`config.mk`:
```
export PLATFORM = sky130hd
export DESIGN_NAME = log_bram_reader_flat
export DESIGN_NICKNAME = d
export VERILOG_FILES = /design/src/rtl/log_bram_reader_if.sv /design/src/rtl/log_bram_reader.sv /design/src/flat_wrapper.sv
export SDC_FILE = /design/constraint.sdc
export NUM_CORES = 1
export LEC_CHECK = 0
export ABC_AREA = 1
export ABC_CLOCK_PERIOD_IN_PS = 3590
export BUFFER_PORTS_ARGS = -buffer_cell sky130_fd_sc_hd__buf_4
export CAP_MARGIN = 5
export CELL_PAD_IN_SITES_DETAIL_PLACEMENT = 0
export CELL_PAD_IN_SITES_GLOBAL_PLACEMENT = 1
export CORE_ASPECT_RATIO = 1.75
export CORE_MARGIN = 2
export CORE_UTILIZATION = 40
export DETAILED_ROUTE_END_ITERATION = 10
export GPL_TIMING_DRIVEN = 0
export MAX_ROUTING_LAYER = met4
export PLACE_DENSITY = 0.82
export SLEW_MARGIN = 20
export SYNTH_ARGS = -nofsm -noshare
export SYNTH_HDL_FRONTEND = slang
export SYNTH_SLANG_ARGS = --single-unit
export TNS_END_PERCENT = 5
```
`constraint.sdc`:
```
create_clock -name Clk_CI -period 3.59 [get_ports Clk_CI]
set_input_delay 0.359 -clock Clk_CI [delete_from_list [all_inputs] [get_ports Clk_CI]]
set_output_delay 0.359 -clock Clk_CI [all_outputs]
set_load 0.005 [all_outputs]
```
`src/rtl/log_bram_reader_if.sv`:
```
// Control, BRAM read port and output stream of the log BRAM reader.
// master: the reader; slave: the BRAM/host environment.
interface log_bram_reader_if #(
    parameter int AW = 16,
    parameter int CW = 15
);
    logic          Start_SI;
    logic          Abort_SI;
    logic [CW-1:0] NumEntries_DI;
    logic          Busy_SO;
    logic          Done_SO;
    logic          BramEn_SO;
    logic [AW-1:0] BramAddr_SO;
    logic [31:0]   BramRdData_DI;
    logic          OutValid_SO;
    logic          OutReady_SI;
    logic [31:0]   OutData_DO;
    logic          OutLast_SO;

    modport master (
        input  Start_SI, Abort_SI, NumEntries_DI,
        input  BramRdData_DI, OutReady_SI,
        output Busy_SO, Done_SO, BramEn_SO, BramAddr_SO,
        output OutValid_SO, OutData_DO, OutLast_SO
    );

    modport slave (
        output Start_SI, Abort_SI, NumEntries_DI,
        output BramRdData_DI, OutReady_SI,
        input  Busy_SO, Done_SO, BramEn_SO, BramAddr_SO,
        input  OutValid_SO, OutData_DO, OutLast_SO
    );
endinterface

```
`src/rtl/log_bram_reader.sv`:
```
// Drains the AXI access log BRAM word by word onto a valid/ready stream.
// Reads are credit-limited so the output buffer can never overflow.
module log_bram_reader #(
    parameter int NUM_LOG_ENTRIES = 16384,
    parameter int WORDS_PER_ENTRY = 3,
    parameter int BRAM_LATENCY    = 2
) (
    input  logic               Clk_CI,
    input  logic               Rst_RI,
    log_bram_reader_if.master  bus
);
    localparam int FIFO_DEPTH = BRAM_LATENCY + 2;
    localparam int AW = $clog2(NUM_LOG_ENTRIES * WORDS_PER_ENTRY);
    localparam int CW = $clog2(NUM_LOG_ENTRIES + 1);
    localparam int NW = AW + 1;
    localparam int MD = FIFO_DEPTH - 1;
    localparam int PW = $clog2(MD);
    localparam int KW = $clog2(FIFO_DEPTH + 1);

    typedef enum logic [1:0] {IDLE, READ, DRAIN, FLUSH} state_t;

    state_t state_q, state_d;

    logic [AW-1:0]           addr_q, last_q, dcnt_q;
    logic [BRAM_LATENCY-1:0] sr_q;
    logic [31:0]             mem_q [MD];
    logic [PW-1:0]           wr_q, rd_q;
    logic [KW-1:0]           cnt_q, flush_q, infl;
    logic                    ov_q, done_q;
    logic [31:0]             od_q;

    logic [CW-1:0] clamp;
    logic [NW-1:0] ntot;
    logic          start_ok, abort, credit, bram_en;
    logic          push, pop, take, mem_rd, mem_wr, is_last;

    always_comb begin
        clamp = (bus.NumEntries_DI > CW'(NUM_LOG_ENTRIES))
              ? CW'(NUM_LOG_ENTRIES) : bus.NumEntries_DI;
        ntot  = NW'(clamp) * NW'(WORDS_PER_ENTRY);
    end

    always_comb begin
        infl = '0;
        for (int i = 0; i < BRAM_LATENCY; i++)
            infl = infl + KW'(sr_q[i]);
    end

    assign start_ok = (state_q == IDLE) && bus.Start_SI && !bus.Abort_SI;
    assign abort    = bus.Abort_SI && (state_q == READ || state_q == DRAIN);
    assign credit   = (cnt_q + KW'(ov_q) + infl) < KW'(FIFO_DEPTH);
    assign is_last  = (dcnt_q == last_q);

    assign push   = sr_q[BRAM_LATENCY-1]
                  && (state_q == READ || state_q == DRAIN);
    assign pop    = ov_q && bus.OutReady_SI;
    assign take   = !ov_q || pop;
    assign mem_rd = take && (cnt_q != '0);
    // Returning data bypasses the buffer when it is empty and the
    // output register is free, giving the one-cycle write-to-valid path.
    assign mem_wr = push && !(take && (cnt_q == '0));

    always_ff @(posedge Clk_CI) begin
        if (Rst_RI) state_q <= IDLE;
        else        state_q <= state_d;
    end

    always_comb begin
        state_d = state_q;
        bram_en = 1'b0;
        unique case (state_q)
            IDLE: begin
                if (start_ok && ntot != '0) state_d = READ;
            end
            READ: begin
                if (abort) begin
                    state_d = FLUSH;
                end else begin
                    bram_en = credit && !Rst_RI;
                    if (credit && addr_q == last_q) state_d = DRAIN;
                end
            end
            DRAIN: begin
                if (abort)               state_d = FLUSH;
                else if (pop && is_last) state_d = IDLE;
            end
            FLUSH: begin
                if (flush_q == KW'(BRAM_LATENCY - 1)) state_d = IDLE;
            end
        endcase
    end

    always_ff @(posedge Clk_CI) begin
        if (mem_wr) mem_q[wr_q] <= bus.BramRdData_DI;
    end

    always_ff @(posedge Clk_CI) begin
        if (Rst_RI) begin
            addr_q  <= '0;
            last_q  <= '0;
            dcnt_q  <= '0;
            sr_q    <= '0;
            wr_q    <= '0;
            rd_q    <= '0;
            cnt_q   <= '0;
            flush_q <= '0;
            ov_q    <= 1'b0;
            od_q    <= '0;
            done_q  <= 1'b0;
        end else begin
            sr_q[0] <= bram_en;
            for (int i = 1; i < BRAM_LATENCY; i++)
                sr_q[i] <= sr_q[i-1];

            if (start_ok) begin
                addr_q <= '0;
                dcnt_q <= '0;
                last_q <= AW'(ntot - NW'(1));
            end else begin
                if (bram_en && addr_q != last_q) addr_q <= addr_q + 1'b1;
                if (pop) dcnt_q <= dcnt_q + 1'b1;
            end

            flush_q <= (state_q == FLUSH) ? flush_q + 1'b1 : '0;

            done_q <= (start_ok && ntot == '0)
                   || (state_q == DRAIN && !abort && pop && is_last);

            if (abort) begin
                wr_q  <= '0;
                rd_q  <= '0;
                cnt_q <= '0;
                ov_q  <= 1'b0;
            end else begin
                if (take) begin
                    if (mem_rd) begin
                        ov_q <= 1'b1;
                        od_q <= mem_q[rd_q];
                        rd_q <= (rd_q == PW'(MD - 1)) ? '0 : rd_q + 1'b1;
                    end else if (push) begin
                        ov_q <= 1'b1;
                        od_q <= bus.BramRdData_DI;
                    end else begin
                        ov_q <= 1'b0;
                    end
                end
                if (mem_wr)
                    wr_q <= (wr_q == PW'(MD - 1)) ? '0 : wr_q + 1'b1;
                cnt_q <= cnt_q + KW'(mem_wr) - KW'(mem_rd);
            end
        end
    end

    assign bus.Busy_SO     = (state_q != IDLE);
    assign bus.Done_SO     = done_q;
    assign bus.BramEn_SO   = bram_en;
    assign bus.BramAddr_SO = addr_q;
    assign bus.OutValid_SO = ov_q;
    assign bus.OutData_DO  = od_q;
    assign bus.OutLast_SO  = ov_q && is_last;
endmodule

```
`src/flat_wrapper.sv`:
```
// flat-port wrapper written by rule: the top's interface ports become plain ports
module log_bram_reader_flat 
#(
    parameter int NUM_LOG_ENTRIES = 16384,
    parameter int WORDS_PER_ENTRY = 3,
    parameter int BRAM_LATENCY    = 2
)
  (Clk_CI, Rst_RI, bus_Start_SI, bus_Abort_SI, bus_NumEntries_DI, bus_BramRdData_DI, bus_OutReady_SI, bus_Busy_SO, bus_Done_SO, bus_BramEn_SO, bus_BramAddr_SO, bus_OutValid_SO, bus_OutData_DO, bus_OutLast_SO);
  log_bram_reader_if #(.AW(($clog2((16384) * (3)))), .CW(($clog2((16384) + 1)))) bus_i ();
  input  logic Clk_CI;
  input  logic Rst_RI;
  input wire logic [$bits(bus_i.Start_SI)-1:0] bus_Start_SI;
  input wire logic [$bits(bus_i.Abort_SI)-1:0] bus_Abort_SI;
  input wire logic [$bits(bus_i.NumEntries_DI)-1:0] bus_NumEntries_DI;
  input wire logic [$bits(bus_i.BramRdData_DI)-1:0] bus_BramRdData_DI;
  input wire logic [$bits(bus_i.OutReady_SI)-1:0] bus_OutReady_SI;
  output wire logic [$bits(bus_i.Busy_SO)-1:0] bus_Busy_SO;
  output wire logic [$bits(bus_i.Done_SO)-1:0] bus_Done_SO;
  output wire logic [$bits(bus_i.BramEn_SO)-1:0] bus_BramEn_SO;
  output wire logic [$bits(bus_i.BramAddr_SO)-1:0] bus_BramAddr_SO;
  output wire logic [$bits(bus_i.OutValid_SO)-1:0] bus_OutValid_SO;
  output wire logic [$bits(bus_i.OutData_DO)-1:0] bus_OutData_DO;
  output wire logic [$bits(bus_i.OutLast_SO)-1:0] bus_OutLast_SO;
  assign bus_i.Start_SI = bus_Start_SI;
  assign bus_i.Abort_SI = bus_Abort_SI;
  assign bus_i.NumEntries_DI = bus_NumEntries_DI;
  assign bus_i.BramRdData_DI = bus_BramRdData_DI;
  assign bus_i.OutReady_SI = bus_OutReady_SI;
  assign bus_Busy_SO = bus_i.Busy_SO;
  assign bus_Done_SO = bus_i.Done_SO;
  assign bus_BramEn_SO = bus_i.BramEn_SO;
  assign bus_BramAddr_SO = bus_i.BramAddr_SO;
  assign bus_OutValid_SO = bus_i.OutValid_SO;
  assign bus_OutData_DO = bus_i.OutData_DO;
  assign bus_OutLast_SO = bus_i.OutLast_SO;
  log_bram_reader #(.NUM_LOG_ENTRIES(NUM_LOG_ENTRIES), .WORDS_PER_ENTRY(WORDS_PER_ENTRY), .BRAM_LATENCY(BRAM_LATENCY)) u_core (.Clk_CI(Clk_CI), .Rst_RI(Rst_RI), .bus(bus_i));
endmodule
```
After elaboration in Yosys (flattened, before gate mapping). Memory sizes are Yosys's and may differ from the RTL's. A register that Yosys moved wholly into a read port is not among the register bits. Cells that the tools add are included.

Word-level logic and storage cells: 101. RAM bits: 96. Register bits: 96. Input port bits: 52. Output and inout port bits: 53. Memories: 1.

Bitwise operators: 2. Add/subtract/negate cells: 11. Eq/ne operators: 13. Reductions and logical operators: 39. Multiply operators: 1. Mux-type cells: 20. Magnitude comparators: 2.

Memory list: u_core.mem_q (words 3, width 32, read ports 1, clocked after Yosys merged registers in 1, write ports 1, line log_bram_reader.sv:26) `logic [31:0] mem_q [MD];`.

Operators with widths (number): $mux 32 (2); $add 16x1->16 const B (2); $eq 16x16->1 (2); $mux 2 (10); $logic_and 1x1->1 (18); $logic_not 17->1 (1); $mul 15x2->17 const B (1); $reduce_bool 17->1 (1); $ne 16x16->1 (1); $sub 16x1->16 const B (1); $gt 15x15->1 const B (1); $mux 15 (1); $eq 2x2->1 const B (4); $pmux 2 s4 (1); $add 3x1->3 (2); $mux 1 (6); $ne 3x2->1 const B (2); $reduce_or 2->1 (3); $logic_not 1->1 (5); $add 2x1->2 const B (2); $reduce_and 4->1 (1); $reduce_bool 2->1 (2); $add 3x1->3 const B (1); $add 3x3->3 (1); other kinds (14) (17).

Logic depth before layout (Yosys ltp). Gate-level depths: netlist of run 1.

Depth in word-level cells: 8. Depth in mapped cells: 26. Depth with buffers taken out: 25.

Worst setup path after synthesis of run 1. OpenSTA, ideal clock, no wires.

Kind: reg-to-reg. Start point: register u_core.state_q[1]. End point: memory u_core.mem_q[2][0], enable pin. Stages on the path, launching flop included: 7. Path slack: -0.055 ns. Data arrival time: 3.184 ns. Clock period less this slack: 3.645 ns. Library setup time: 0.461 ns. Required time: 3.129 ns. Path buffers: 0. Path through: dfxtp_1 > inv_1 > ha_1 > nand2_1 > inv_1 > nand2_1 > nor3_1.

Cells in the longest elaborated chain, start to end: 6. Elaborated cells between the ends (all ways): 7. Classes of those cells: eq/ne (2); mux (2); reduce/logical (3).

RTL lines: start, declared (line log_bram_reader.sv:22) `state_t state_q, state_d;`; start signal, assigned (line log_bram_reader.sv:65) `else state_q <= state_d;`; $eq 2x1->1 / $eq 2x2->1 (equally long branches) (line log_bram_reader.sv:55) `&& (state_q == READ || state_q == DRAIN);`; $logic_or 1x1->1 * (line log_bram_reader.sv:55); $logic_and 1x1->1 * (line log_bram_reader.sv:55); $logic_and 1x1->1 * (line log_bram_reader.sv:61) `assign mem_wr = push && !(take && (cnt_q == '0));`; $mux 1 * (line log_bram_reader.sv:94) `if (mem_wr) mem_q[wr_q] <= bus.BramRdData_DI;`; $mux 1 (not written as such) * (line log_bram_reader.sv:94); end, declared (line log_bram_reader.sv:26).

Every way passes the cells marked *; elsewhere a longest branch is shown, timed or not.

Final worst setup path of run 1.
Start point: register u_core.state_q[1]. End point: register u_core.addr_q[12], in the netlist u_core.bus.BramAddr_SO[12].

Cells in the longest elaborated chain, start to end: 6. Elaborated cells between the ends (all ways): 11. Classes of those cells: eq/ne (2); mux (2); reduce/logical (7).

RTL lines: $eq 2x1->1 / $eq 2x2->1 (equally long branches) (line log_bram_reader.sv:50, log_bram_reader.sv:71); $logic_or 1x1->1 (line log_bram_reader.sv:50) `assign abort = bus.Abort_SI && (state_q == READ || state_q == DRAIN);`; $logic_and 1x1->1 (line log_bram_reader.sv:50); $mux 1 (line log_bram_reader.sv:76) `if (abort) begin`; $mux 1 (line log_bram_reader.sv:71) `unique case (state_q)`; $logic_and 1x1->1 (line log_bram_reader.sv:120) `if (bram_en && addr_q != last_q) addr_q <= addr_q + 1'b1;`; end signal, assigned (line log_bram_reader.sv:120); end, declared (line log_bram_reader.sv:24) `logic [AW-1:0] addr_q, last_q, dcnt_q;`.

Several ways; a longest one is shown, not always the timed one. A chain may end at the register's enable or synchronous reset.

==> summary.txt, run 1 <==
Detailed routing
  • Wire length per cell after detailed routing: 16.4 µm
  • Detailed-route wire length: around 26000 µm
  • DRC violation total after the first TritonRoute iteration: 488
  • Average via count per standard cell: approximately 5.1
  • Via Count: 8263
  • DR DRC count: 0
  • Antenna Violating Nets Remaining: 0
  • Number of detailed-routing iterations run before antenna repair: 7

STA
  • Tightest slew margin relative to the limit: 0.390
  • RSZ-0062 raised after global routing: no
  • Count of final setup violators: 0
  • Clock skew: 0.00874 ns
  • Setup TNS: 0 ns
  • Final-report max-slew violation count: 0
  • Achievable clock frequency: between 300 and 400 MHz
  • Final Critical Period: 3.21 ns
  • Transition time at the pin with the least slew margin: 0.912 ns
  • Number of hold violations in the final report: 0
  • Share of the clock period used by the worst path after layout: 0.894

Synth
  • Sequential fraction of the synthesis area: 0.503
  • Cell type contributing the most total cell area after synthesis: sky130_fd_sc_hd__edfxtp_1
  • Most common flop cell mapped by yosys: sky130_fd_sc_hd__dfxtp_1
  • Mapped Avg Cell Area: 8.32 µm²
  • Syn Std Cell Area: 9640 µm²
  • Number of synthesis warnings: 0
  • Top-count cell post-synth: sky130_fd_sc_hd__nand2_1
  • Syn_nets: 1240
  • Post-synthesis cell count: 1158
  • Yosys cell types: between 40 and 50
  • Share of Yosys cell area claimed by the top area cell type: 0.299
  • Most numerous cell types in the synthesized netlist: sky130_fd_sc_hd__nand2_1 (225), sky130_fd_sc_hd__nor2_1 (176), sky130_fd_sc_hd__inv_1 (127)
  • Flip-flop and latch count after synthesis: a little under 200
  • Ys async rst share: 0
  • Main area contributors after synthesis: sky130_fd_sc_hd__edfxtp_1 (30%), sky130_fd_sc_hd__dfxtp_1 (20%), sky130_fd_sc_hd__nand2_1 (8.8%)
  • Number of flops mapped to enable cells by yosys: 96

Global routing
  • Maximum number of pins on one net before global-route repair: 19
  • Global router's overall resource usage: 0.220
  • Number of global-route vias before repair: between 8k and 9k
  • Residual overflow from global routing: 0
  • First-pass GRT wire length: 41800 µm
  • Initial antenna violation count: 0

CTS
  • Clock buffers created by TritonCTS: 17
  • Register clock-pin slew on the reported worst setup and hold paths: 0.07 ns
  • Clock latency on the worst-skew pair: 0.45 ns
  • Post-CTS Repair Setup Buffers: 0
  • Maximum number of buffers from clock root to sink: 2
  • Clock tree from TritonCTS: yes
  • Total of cells resized after clock tree synthesis: 0
  • Number of hold buffers added after cts: 0
  • Buffer cell driving the clock tree root: sky130_fd_sc_hd__clkbuf_16
  • Maximum level of the CTS H-tree: 4
  • Clock Sinks: 194

Floorplanning
  • Floorplan row count: 75
  • Die area: 25400 µm²
  • Vert. Die Dim: approximately 210 µm
  • I/O pins: between 100 and 150
  • Width of the die: 121 µm
  • Effective utilization at floorplan: 0.404
  • Placeable core region: 23800 µm²

Run
  • Reported max-cap violation count: 0

Setup path
  • Cells on worst reg2reg path: 12
  • Start-to-end type of the worst setup path: register to register
  • Worst endpoint data arrival time: 3.59 ns
  • Data required time at the worst endpoint: 3.97 ns
  • Worst Setup End Kind: register
  • Worst Path Max Fanout: 10
  • Worst Setup Start Kind: register

Power and ir drop
  • Largest vdd supply drop: 0.000330 V
  • Pwr/cell area: 648 nW/µm²
  • Static Leak: 4.84 nW

Place
  • Global placer's final weighted congestion: 0.858
  • Port-buffer cells: 103
  • Half-perimeter wire length after placement: slightly above 20000 µm

Hold path
  • Hold depth: 1
  • Hold WC Path Type: input port to register

Layout
  • Fraction of final layout cells sized beyond drive strength 1: 0.130
  • Antenna Cells: 0
  • Post-Route Utilization: 0.485
  • Nets@finish: 1366
  • Area growth from synthesis to layout: 19.9%
  • Filler cell count: approximately 2.4k

Run status
  • Result of the run: complete, no violations
-- cell usage in the layout, fill, tap and decap left out, types with 7 or more instances in the layout --
cell type / n
sky130_fd_sc_hd__nand2_1: 225
sky130_fd_sc_hd__clkbuf_1: 37
sky130_fd_sc_hd__buf_4: 103
sky130_fd_sc_hd__nand3_1: 47
sky130_fd_sc_hd__a311oi_1: 32
sky130_fd_sc_hd__o21ai_0: 32
sky130_fd_sc_hd__a21oi_1: 114
sky130_fd_sc_hd__dfxtp_1: 98
sky130_fd_sc_hd__nor3_1: 13
sky130_fd_sc_hd__nor2_1: 174
sky130_fd_sc_hd__clkbuf_16: 17
sky130_fd_sc_hd__inv_1: 127
sky130_fd_sc_hd__o21ai_1: 7
sky130_fd_sc_hd__ha_1: 28
sky130_fd_sc_hd__o22ai_1: 7
sky130_fd_sc_hd__xor2_1: 25
sky130_fd_sc_hd__edfxtp_1: 96
sky130_fd_sc_hd__nand4_1: 21
-- cell type report --
class,instances,area (µm²),share of cell area
Clock buffer,21,450,0.0390
Inverter,131,492,0.0426
Tap cell,308,385,0.0334
Multi-Input combinational cell,795,4170,0.361
Clock inverter,11,200,0.0173
Buffer,38,151,0.0131
Timing Repair Buffer,107,855,0.0740
Sequential cell,194,4840,0.419
-- state kept, by name, summed over array words and instances, names as in the netlist, 2 cells and up, named ones only --
register and cells:
u_core.bus.OutData_DO 32, u_core.last_q 16, u_core.state_q 2, u_core.dcnt_q 16, u_core.mem_q 96, u_core.rd_q 2, u_core.bus.BramAddr_SO 16, u_core.cnt_q 3
u_core.flush_q 3, u_core.wr_q 2, u_core.sr_q 2
-- per-stage QoR --
step           hold WS (ns)  setup slack, ns  instances  power (W)  area [µm²]
2_1_floorplan         0.407            0.643       1158    0.00443        9640
3_3_place_gp          0.415           -0.447       1569    0.00538       10800
3_5_place_dp          0.421          -0.0899       1573    0.00543       10900
4_1_cts              0.0966            0.379       1605    0.00754       11600
5_1_grt              0.0986           0.0531       1605    0.00796       11600
6_report              0.115            0.379       1605    0.00748       11600
-- routing by layer --
metal,vias up,GRT usage,wire (µm)
li1,4162,-,-
met1,3870,0.202,9420
met2,174,0.427,15000
met3,57,0.0416,935
met4,0,0.0939,925
met5,-,-,0
-- worst max-delay path, stage by stage (launching register included) --
cell and delay, ns:
sky130_fd_sc_hd__dfxtp_1 0.43, sky130_fd_sc_hd__inv_1 0.12, sky130_fd_sc_hd__ha_1 0.32, sky130_fd_sc_hd__nand2_1 0.17, sky130_fd_sc_hd__nand2_1 0.29, sky130_fd_sc_hd__nor3b_2 0.39
sky130_fd_sc_hd__nand2_1 0.31, sky130_fd_sc_hd__nor3_2 0.40, sky130_fd_sc_hd__nand4_1 0.21, sky130_fd_sc_hd__inv_1 0.12, sky130_fd_sc_hd__nand2_1 0.08, sky130_fd_sc_hd__or2_0 0.20
sky130_fd_sc_hd__a21oi_1 0.11
-- kinds of logic (layout without fill, tap and decap cells) --
group           Yosys count  in the layout  share of synthesized area
compound gates          221            221                      0.137
xor+xnor                 30             30                     0.0280
fa+ha+maj                30             30                     0.0405
buf+inv                 169            308                     0.0667
flops                   194            194                      0.503
simple gates            514            514                      0.225
-- path summary, 6_finish.rpt --
check | slack, ns | end | startpoint
max reg2reg | 0.38 | u_core.bus.BramAddr_SO[12] | u_core.state_q[1]
max | 0.38 | u_core.bus.BramAddr_SO[12] | u_core.state_q[1]
min | 0.12 | u_core.mem_q[0][12] | bus_BramRdData_DI[12]
min reg2reg | 0.42 | u_core.sr_q[1] | u_core.sr_q[0]
-- report_power, final --
part / total [W] / internal, W / switching, W
sequential: 0.00280 / 0.00259 / 0.000212
combinational: 0.00258 / 0.000954 / 0.00163
clock: 0.00210 / 0.00126 / 0.000838
total: 0.00748 / 0.00480 / 0.00268
No activity file was read; power rests on OpenSTA's default activity.
==> run 2: changes to the inputs <==
- ABC_CLOCK_PERIOD_IN_PS: 3590 -> 2700
- clock period: 3.59 -> 2.7 ns (I/O delays scaled with it)
==> summary.txt, run 2 (synthesized netlist as in run 1, its figures left out) <==
Detailed routing
  • Via Count: 8474 (+2.6%)
  • DRC violation total after the first TritonRoute iteration: 463 (-5.1%)
  • Wire length per cell after detailed routing: 16.6 µm (+1.2%)
  • DR DRC count: 0 (unchanged)
  • Antenna Violating Nets Remaining: 0 (unchanged)
  • Average via count per standard cell: 5.20 (+1.0%)
  • Number of detailed-routing iterations run before antenna repair: 5 (-2)
  • Detailed-route wire length: 27000 µm (+2.7%)

Run
  • Reported max-cap violation count: 0 (unchanged)

Global routing
  • First-pass GRT wire length: 42400 µm (+1.4%)
  • Number of global-route vias before repair: 8498 (+1.7%)
  • Maximum number of pins on one net before global-route repair: 19 (unchanged)
  • Residual overflow from global routing: 0 (unchanged)
  • Initial antenna violation count: 0 (unchanged)
  • Global router's overall resource usage: 0.223 (+0.00293)

STA
  • Number of hold violations in the final report: 0 (unchanged)
  • Achievable clock frequency: 379 MHz
  • Tightest slew margin relative to the limit: 0.514 (+0.125)
  • Final Worst Setup Slack: 0.0581 ns (-0.321 ns)
  • Transition time at the pin with the least slew margin: 0.729 ns (-0.183 ns)
  • Final Critical Period: between 2 and 3 ns
  • Final-report max-slew violation count: 0 (unchanged)
  • Clock skew: 0.00654 ns (-0.00220 ns)
  • Setup TNS: 0 ns (unchanged)
  • Share of the clock period used by the worst path after layout: 0.978
  • Count of final setup violators: 0 (unchanged)
  • RSZ-0062 raised after global routing: yes

Floorplanning
  • Vert. Die Dim: 209 µm (unchanged)
  • Width of the die: 121 µm (unchanged)
  • Placeable core region: 23800 µm² (unchanged)
  • Floorplan row count: 75 (unchanged)
  • Effective utilization at floorplan: 0.404 (unchanged)
  • Die area: 25400 µm² (unchanged)
  • I/O pins: 105 (unchanged)

Place
  • Half-perimeter wire length after placement: 20400 µm (unchanged)
  • Global placer's final weighted congestion: 0.858 (unchanged)
  • Pre-CTS WS: -0.891 ns (-0.801 ns)
  • Port-buffer cells: 103 (unchanged)

Setup path
  • Ordered cell list for the critical path: buf_4 -> nor2_2 -> nand2_1 -> nor2_1 -> nand2_2 -> nand2_4 -> buf_8 -> nand2_2 -> inv_4 -> ha_4 -> fa_2 -> nor2_4 -> nand2_2 -> nor2_1 -> inv_1 -> nor2_2 -> nand4_1 -> nor2_1 -> nand2_1 -> nand2_1 -> nand2_1 -> o21ai_1 -> inv_1
  • Worst Setup End Kind: register
  • Worst Path Max Fanout: 5 (-5)
  • Cell family contributing the most delay on the critical path: simple AND/OR/NAND/NOR gates
  • WP buf/inv: 5 (+3)
  • Delay contributed by the slowest stage of the critical path: 0.47 ns (+0.04 ns)
  • Data required time at the worst endpoint: 3.04 ns (-0.93 ns)
  • Crit-path most repeated cell: sky130_fd_sc_hd__nand2_1
  • Start-to-end type of the worst setup path: input port to register
  • Worst Setup Start Kind: input port
  • Worst endpoint data arrival time: 2.99 ns (-0.60 ns)
  • Slowest cell on crit path: sky130_fd_sc_hd__fa_2

Layout
  • Fraction of final layout cells sized beyond drive strength 1: 0.202 (+0.0726)
  • Filler cell count: 2300 (-2.5%)
  • Nets@finish: 1390 (+1.8%)
  • Antenna Cells: 0 (unchanged)
  • Most common cell after layout, fill and taps aside: sky130_fd_sc_hd__nand2_1
  • Highest-count cells in the layout ignoring fill and taps: sky130_fd_sc_hd__nand2_1 (210), sky130_fd_sc_hd__nor2_1 (154), sky130_fd_sc_hd__buf_4 (125)
  • Most flop-heavy register: u_core.mem_q
  • Max reg flops: 96 (unchanged)
  • Area growth from synthesis to layout: 26.1%

Power and ir drop
  • Pwr/cell area: 841 nW/µm² (+30%)
  • Largest vdd supply drop: 0.000437 V (+32%)
  • Final Power: 0.0102 W (+37%)
  • Static Leak: 5.03 nW (+3.9%)

CTS
  • Clock tree from TritonCTS: yes
  • Buffer cell driving the clock tree root: sky130_fd_sc_hd__clkbuf_16
  • Maximum number of buffers from clock root to sink: 2 (unchanged)
  • Maximum level of the CTS H-tree: 4 (unchanged)
  • Register clock-pin slew on the reported worst setup and hold paths: 0.07 ns (about the same)
  • Clock buffers created by TritonCTS: 17 (unchanged)
  • Clock latency on the worst-skew pair: 0.44 ns (about the same)
  • Clock Sinks: 194 (unchanged)
  • Number of hold buffers added after cts: 0 (unchanged)

Run status
  • Result of the run: complete, no violations

Hold path
  • Hold WC Path Type: input port to register
-- run 2: layout make-up --
type | count | area [µm²] | area share
clock buffer | 21 | 450 | 0.0371
timing repair buffer | 131 | 1060 | 0.0876
buffer | 38 | 160 | 0.0132
multi-input combinational | 795 | 4540 | 0.374
tap | 308 | 385 | 0.0317
sequential | 194 | 4850 | 0.399
inverter | 131 | 504 | 0.0415
clock inverter | 11 | 200 | 0.0165
-- run 2: worst reg2reg max path: stages (launching register included) --
cell	delay, ns
sky130_fd_sc_hd__dfxtp_1	0.38
sky130_fd_sc_hd__xor2_1	0.19
sky130_fd_sc_hd__nor4_1	0.39
sky130_fd_sc_hd__nand4_1	0.19
sky130_fd_sc_hd__nor4_2	0.48
sky130_fd_sc_hd__nand2_1	0.18
sky130_fd_sc_hd__a31oi_1	0.49
sky130_fd_sc_hd__nand3_2	0.13
sky130_fd_sc_hd__nand2_1	0.08
sky130_fd_sc_hd__nor2_1	0.03
-- run 2: routing by layer --
metal  up-vias  GRT usage  routed length, µm
met3        57     0.0391               1040
met5         -          -                  0
met1      4001      0.204               9470
li1       4207          -                  -
met2       209      0.434              15600
met4         0      0.101                956
-- run 2: repair_timing --
action                     4_1_cts  5_1_grt
pin swaps                        8       33
setup endpoints to repair       25       57
cloned                           0        1
resized for setup               37       73
buffers inserted                10       13
-- run 2: final timing paths --
check                        startpoint                  end  slack (ns)  cells past startpoint
setup / recovery   bus_NumEntries_DI[3]    u_core.last_q[14]        0.06                     23
hold / removal    bus_BramRdData_DI[29]  u_core.mem_q[0][29]        0.03                      1
setup reg to reg       u_core.last_q[2]    u_core.state_q[1]        0.06                      9
hold reg to reg          u_core.sr_q[0]       u_core.sr_q[1]        0.45                      2
-- run 2: metrics by stage --
stage                     hold WS (ns)  instances  utilization  area, µm²
after floorplan                  0.369       1158            -       9640
after global placement           0.415       1569        0.453      10800
after detailed placement         0.421       1573        0.457      10900
after CTS                      0.00756       1615        0.493      11800
after global routing            0.0114       1629        0.510      12200
final                           0.0266       1629        0.510      12200
-- run 2: power breakdown --
group	switching (W)	total, W	internal (W)
clock	0.00111	0.00280	0.00168
sequential	0.000295	0.00373	0.00344
combinational	0.00227	0.00369	0.00142
==> run 3: changes to the inputs <==
- ABC_AREA: 1 -> 0
- PLACE_DENSITY: 0.82 -> 0.8
==> summary.txt, run 3 <==
Run status
  • Result of the run: finished, violations left
  • Failing checks: setup timing

Detailed routing
  • Number of detailed-routing iterations run before antenna repair: 5 (unchanged)
  • Via Count: 7890 (-6.9%)
  • Average via count per standard cell: 5.36 (+3.0%)
  • DR DRC count: 0 (unchanged)
  • Detailed-route wire length: 25900 µm (-4.0%)
  • Antenna Violating Nets Remaining: 0 (unchanged)
  • DRC violation total after the first TritonRoute iteration: 447 (-3.5%)
  • Wire length per cell after detailed routing: 17.6 µm (+6.2%)

STA
  • Achievable clock frequency: 367 MHz (-3.2%)
  • Transition time at the pin with the least slew margin: 0.915 ns (+0.187 ns)
  • Number of hold violations in the final report: 0 (unchanged)
  • Final Critical Period: 2.73 ns (+0.0860 ns)
  • Count of final setup violators: 2 (+2)
  • Final Worst Setup Slack: -0.0279 ns (-0.0860 ns)
  • Tightest slew margin relative to the limit: 0.389 (-0.126)
  • Worst hold margin: 0.0333 ns (+0.00661 ns)
  • Share of the clock period used by the worst path after layout: 1.01 (+0.0319)
  • RSZ-0062 raised after global routing: yes
  • Final-report max-slew violation count: 0 (unchanged)
  • Clock skew: 0.00932 ns (+0.00278 ns)

Synth
  • Cell type contributing the most total cell area after synthesis: sky130_fd_sc_hd__edfxtp_1
  • Flip-flop and latch count after synthesis: 194 (unchanged)
  • Most common flop cell mapped by yosys: sky130_fd_sc_hd__dfxtp_1
  • Number of flops mapped to enable cells by yosys: 96 (unchanged)
  • Mapped Avg Cell Area: 9.93 µm² (+19%)
  • Post-synthesis cell count: 977 (-16%)
  • Ys async rst share: 0 (unchanged)
  • Main area contributors after synthesis: sky130_fd_sc_hd__edfxtp_1 (30%), sky130_fd_sc_hd__dfxtp_1 (20%), sky130_fd_sc_hd__xor2_1 (5.2%)
  • Syn Std Cell Area: 9700 µm² (+0.66%)
  • Number of synthesis warnings: 0 (unchanged)
  • Yosys cell types: 73 (+59%)
  • Syn_nets: 1059 (-15%)
  • Sequential fraction of the synthesis area: 0.499 (-0.00331)
  • Top-count cell post-synth: sky130_fd_sc_hd__nor2_1
  • Share of Yosys cell area claimed by the top area cell type: 0.297 (-0.00197)
  • Most numerous cell types in the synthesized netlist: sky130_fd_sc_hd__nor2_1 (124), sky130_fd_sc_hd__dfxtp_1 (98), sky130_fd_sc_hd__edfxtp_1 (96)

CTS
  • Number of hold buffers added after cts: 0 (unchanged)
  • Maximum level of the CTS H-tree: 4 (unchanged)
  • Clock latency on the worst-skew pair: 0.44 ns (about the same)
  • Register clock-pin slew on the reported worst setup and hold paths: 0.07 ns (about the same)
  • Buffer cell driving the clock tree root: sky130_fd_sc_hd__clkbuf_16
  • Clock tree from TritonCTS: yes
  • Clock buffers created by TritonCTS: 17 (unchanged)
  • Maximum number of buffers from clock root to sink: 2 (unchanged)
  • Clock Sinks: 194 (unchanged)

Global routing
  • Residual overflow from global routing: 0 (unchanged)
  • Global router's overall resource usage: 0.210 (-0.0125)
  • Maximum number of pins on one net before global-route repair: 20 (+1)
  • First-pass GRT wire length: 40300 µm (-5.1%)
  • Number of global-route vias before repair: 7798 (-8.2%)
  • Initial antenna violation count: 0 (unchanged)

Layout
  • Highest-count cells in the layout ignoring fill and taps: sky130_fd_sc_hd__buf_4 (147), sky130_fd_sc_hd__nor2_1 (122), sky130_fd_sc_hd__edfxtp_1 (96)
  • Area taken by flip-flops and latches: 4850 µm² (about the same)
  • Post-Route Utilization: 0.520 (+0.0104)
  • Nets@finish: 1233 (-11%)
  • Filler cell count: 2179 (-5.3%)
  • Most common cell after layout, fill and taps aside: sky130_fd_sc_hd__buf_4
  • Area of the multi-input gates: 5020 µm² (+10%)
  • Max reg flops: 96 (unchanged)
  • Area growth from synthesis to layout: 28.4%
  • Most flop-heavy register: u_core.mem_q
  • Filler-free cell count of the finished design: 1472 (-9.6%)
  • Fraction of final layout cells sized beyond drive strength 1: 0.246 (+0.0436)
  • Antenna Cells: 0 (unchanged)

Setup path
  • Worst endpoint data arrival time: 3.05 ns (+0.06 ns)
  • Data required time at the worst endpoint: 3.02 ns (-0.02 ns)
  • Start-to-end type of the worst setup path: input port to register
  • Worst Path Max Fanout: 9 (+4)
  • FF-to-FF setup slack: 0.14 ns (+0.08 ns)
  • Reg2reg end: u_core.bus.BramAddr_SO[15]
  • RR Startpoint: u_core.sr_q[0]
  • Worst Setup Start Kind: input port
  • Worst Setup End Kind: register
  • Cells on worst reg2reg path: 12 (+3)

Floorplanning
  • Die area: 25600 µm² (+0.64%)
  • I/O pins: 105 (unchanged)
  • Placeable core region: 23900 µm² (+0.39%)
  • Floorplan row count: 75 (unchanged)
  • Effective utilization at floorplan: 0.405 (+0.00108)
  • Width of the die: 122 µm (+0.32%)
  • Vert. Die Dim: 210 µm (+0.32%)

Power and ir drop
  • Largest vdd supply drop: 0.000461 V (+5.5%)
  • Static Leak: 4.89 nW (-2.7%)
  • Pwr/cell area: 745 nW/µm² (-11%)

Place
  • Global placer's final weighted congestion: 0.873 (+1.7%)
  • Port-buffer cells: 103 (unchanged)
  • Dpl cells: 1396 (-11%)
  • Half-perimeter wire length after placement: 19100 µm (-6.4%)

Run
  • Reported max-cap violation count: 0 (unchanged)

Hold path
  • Hold depth: 1 (unchanged)
  • Hold WC Path Type: input port to register
  • Min-Delay Endpoint: u_core.mem_q[1][6]
  • Hold_sp: bus_BramRdData_DI[6]
[run 3: worst max-delay path by stage]
stage / depth (start not counted) / from / end / slack (ns)
final: 12 / bus_NumEntries_DI[2] / u_core.state_q[0] / -0.03
after global routing: 11 / bus_NumEntries_DI[2] / u_core.state_q[0] / -0.10
after CTS: 19 / bus_NumEntries_DI[14] / u_core.last_q[11] / -0.08
after detailed placement: 15 / bus_NumEntries_DI[14] / u_core.state_q[0] / -1.03
after global placement: 6 / u_core.state_q[1] / u_core.mem_q[1][4] / -1.43
after floorplan: 6 / u_core.state_q[0] / u_core.mem_q[1][0] / -0.36
[run 3: kinds of logic (layout without fill, tap and decap cells)]
kind of cell,count (synthesis),in the layout,synth area share
AO/OA/AOI/OAI,217,217,0.144
multiplexers,39,39,0.0413
adder cells (fa/ha/maj),30,30,0.0402
buffers and inverters,77,264,0.0316
XOR/XNOR,78,78,0.0704
AND/OR/NAND/NOR,342,342,0.172
flip-flops,194,194,0.499
[run 3: per-layer routing]
metal	vias up	part of all wire	track usage	wire length (µm)
met5	-	0	-	0
met4	0	0.036	0.0920	937
met3	47	0.033	0.0379	843
met2	165	0.58	0.414	15000
met1	3801	0.35	0.190	9100
li1	3877	-	-	-
[run 3: what timing repair did]
item | CTS | global route
gates resized for setup | 72 | 38
pin swaps | 25 | 24
setup buffers | 32 | 18
cloned | 1 | 0
endpoints found under the setup margin | 76 | 32
endpoints found under the hold margin | 0 | 0
[run 3: final cells by class]
class	count	share of cell area
Tap cell	308	0.0310
Clock buffer	20	0.0376
Buffer	49	0.0211
Clock inverter	12	0.00643
Timing Repair Buffer	162	0.104
Sequential cell	194	0.390
Multi-Input combinational cell	706	0.403
Inverter	21	0.00704
[run 3: per-stage QoR]
step	total power (W)	area [µm²]	TNS (ns)	setup WS, ns
after floorplan	0.00557	9790	-35.59	-0.363
after global placement	0.00664	10900	-177.55	-1.43
after detailed placement	0.00671	11100	-22.40	-1.03
after CTS	0.00925	12200	-0.284	-0.0788
after global routing	0.00983	12400	-0.261	-0.104
final	0.00927	12400	-0.0419	-0.0279
[run 3: report_power, final]
| part | internal (W) | switching, W |
|---|---|---|
| Clock | 0.00126 | 0.00109 |
| Sequential | 0.00337 | 0.000212 |
| Combinational | 0.00144 | 0.00191 |
[run 3: worst max-delay path, cell delays in order]
cell and delay [ns]:
sky130_fd_sc_hd__buf_6 0.09, sky130_fd_sc_hd__buf_8 0.12, sky130_fd_sc_hd__or4_4 0.49, sky130_fd_sc_hd__o41ai_4 0.46, sky130_fd_sc_hd__a41oi_2 0.18, sky130_fd_sc_hd__buf_4 0.16, sky130_fd_sc_hd__o221a_2 0.22, sky130_fd_sc_hd__and3_1 0.18
sky130_fd_sc_hd__buf_4 0.16, sky130_fd_sc_hd__and4_4 0.16, sky130_fd_sc_hd__a41o_1 0.26, sky130_fd_sc_hd__mux2_4 0.30
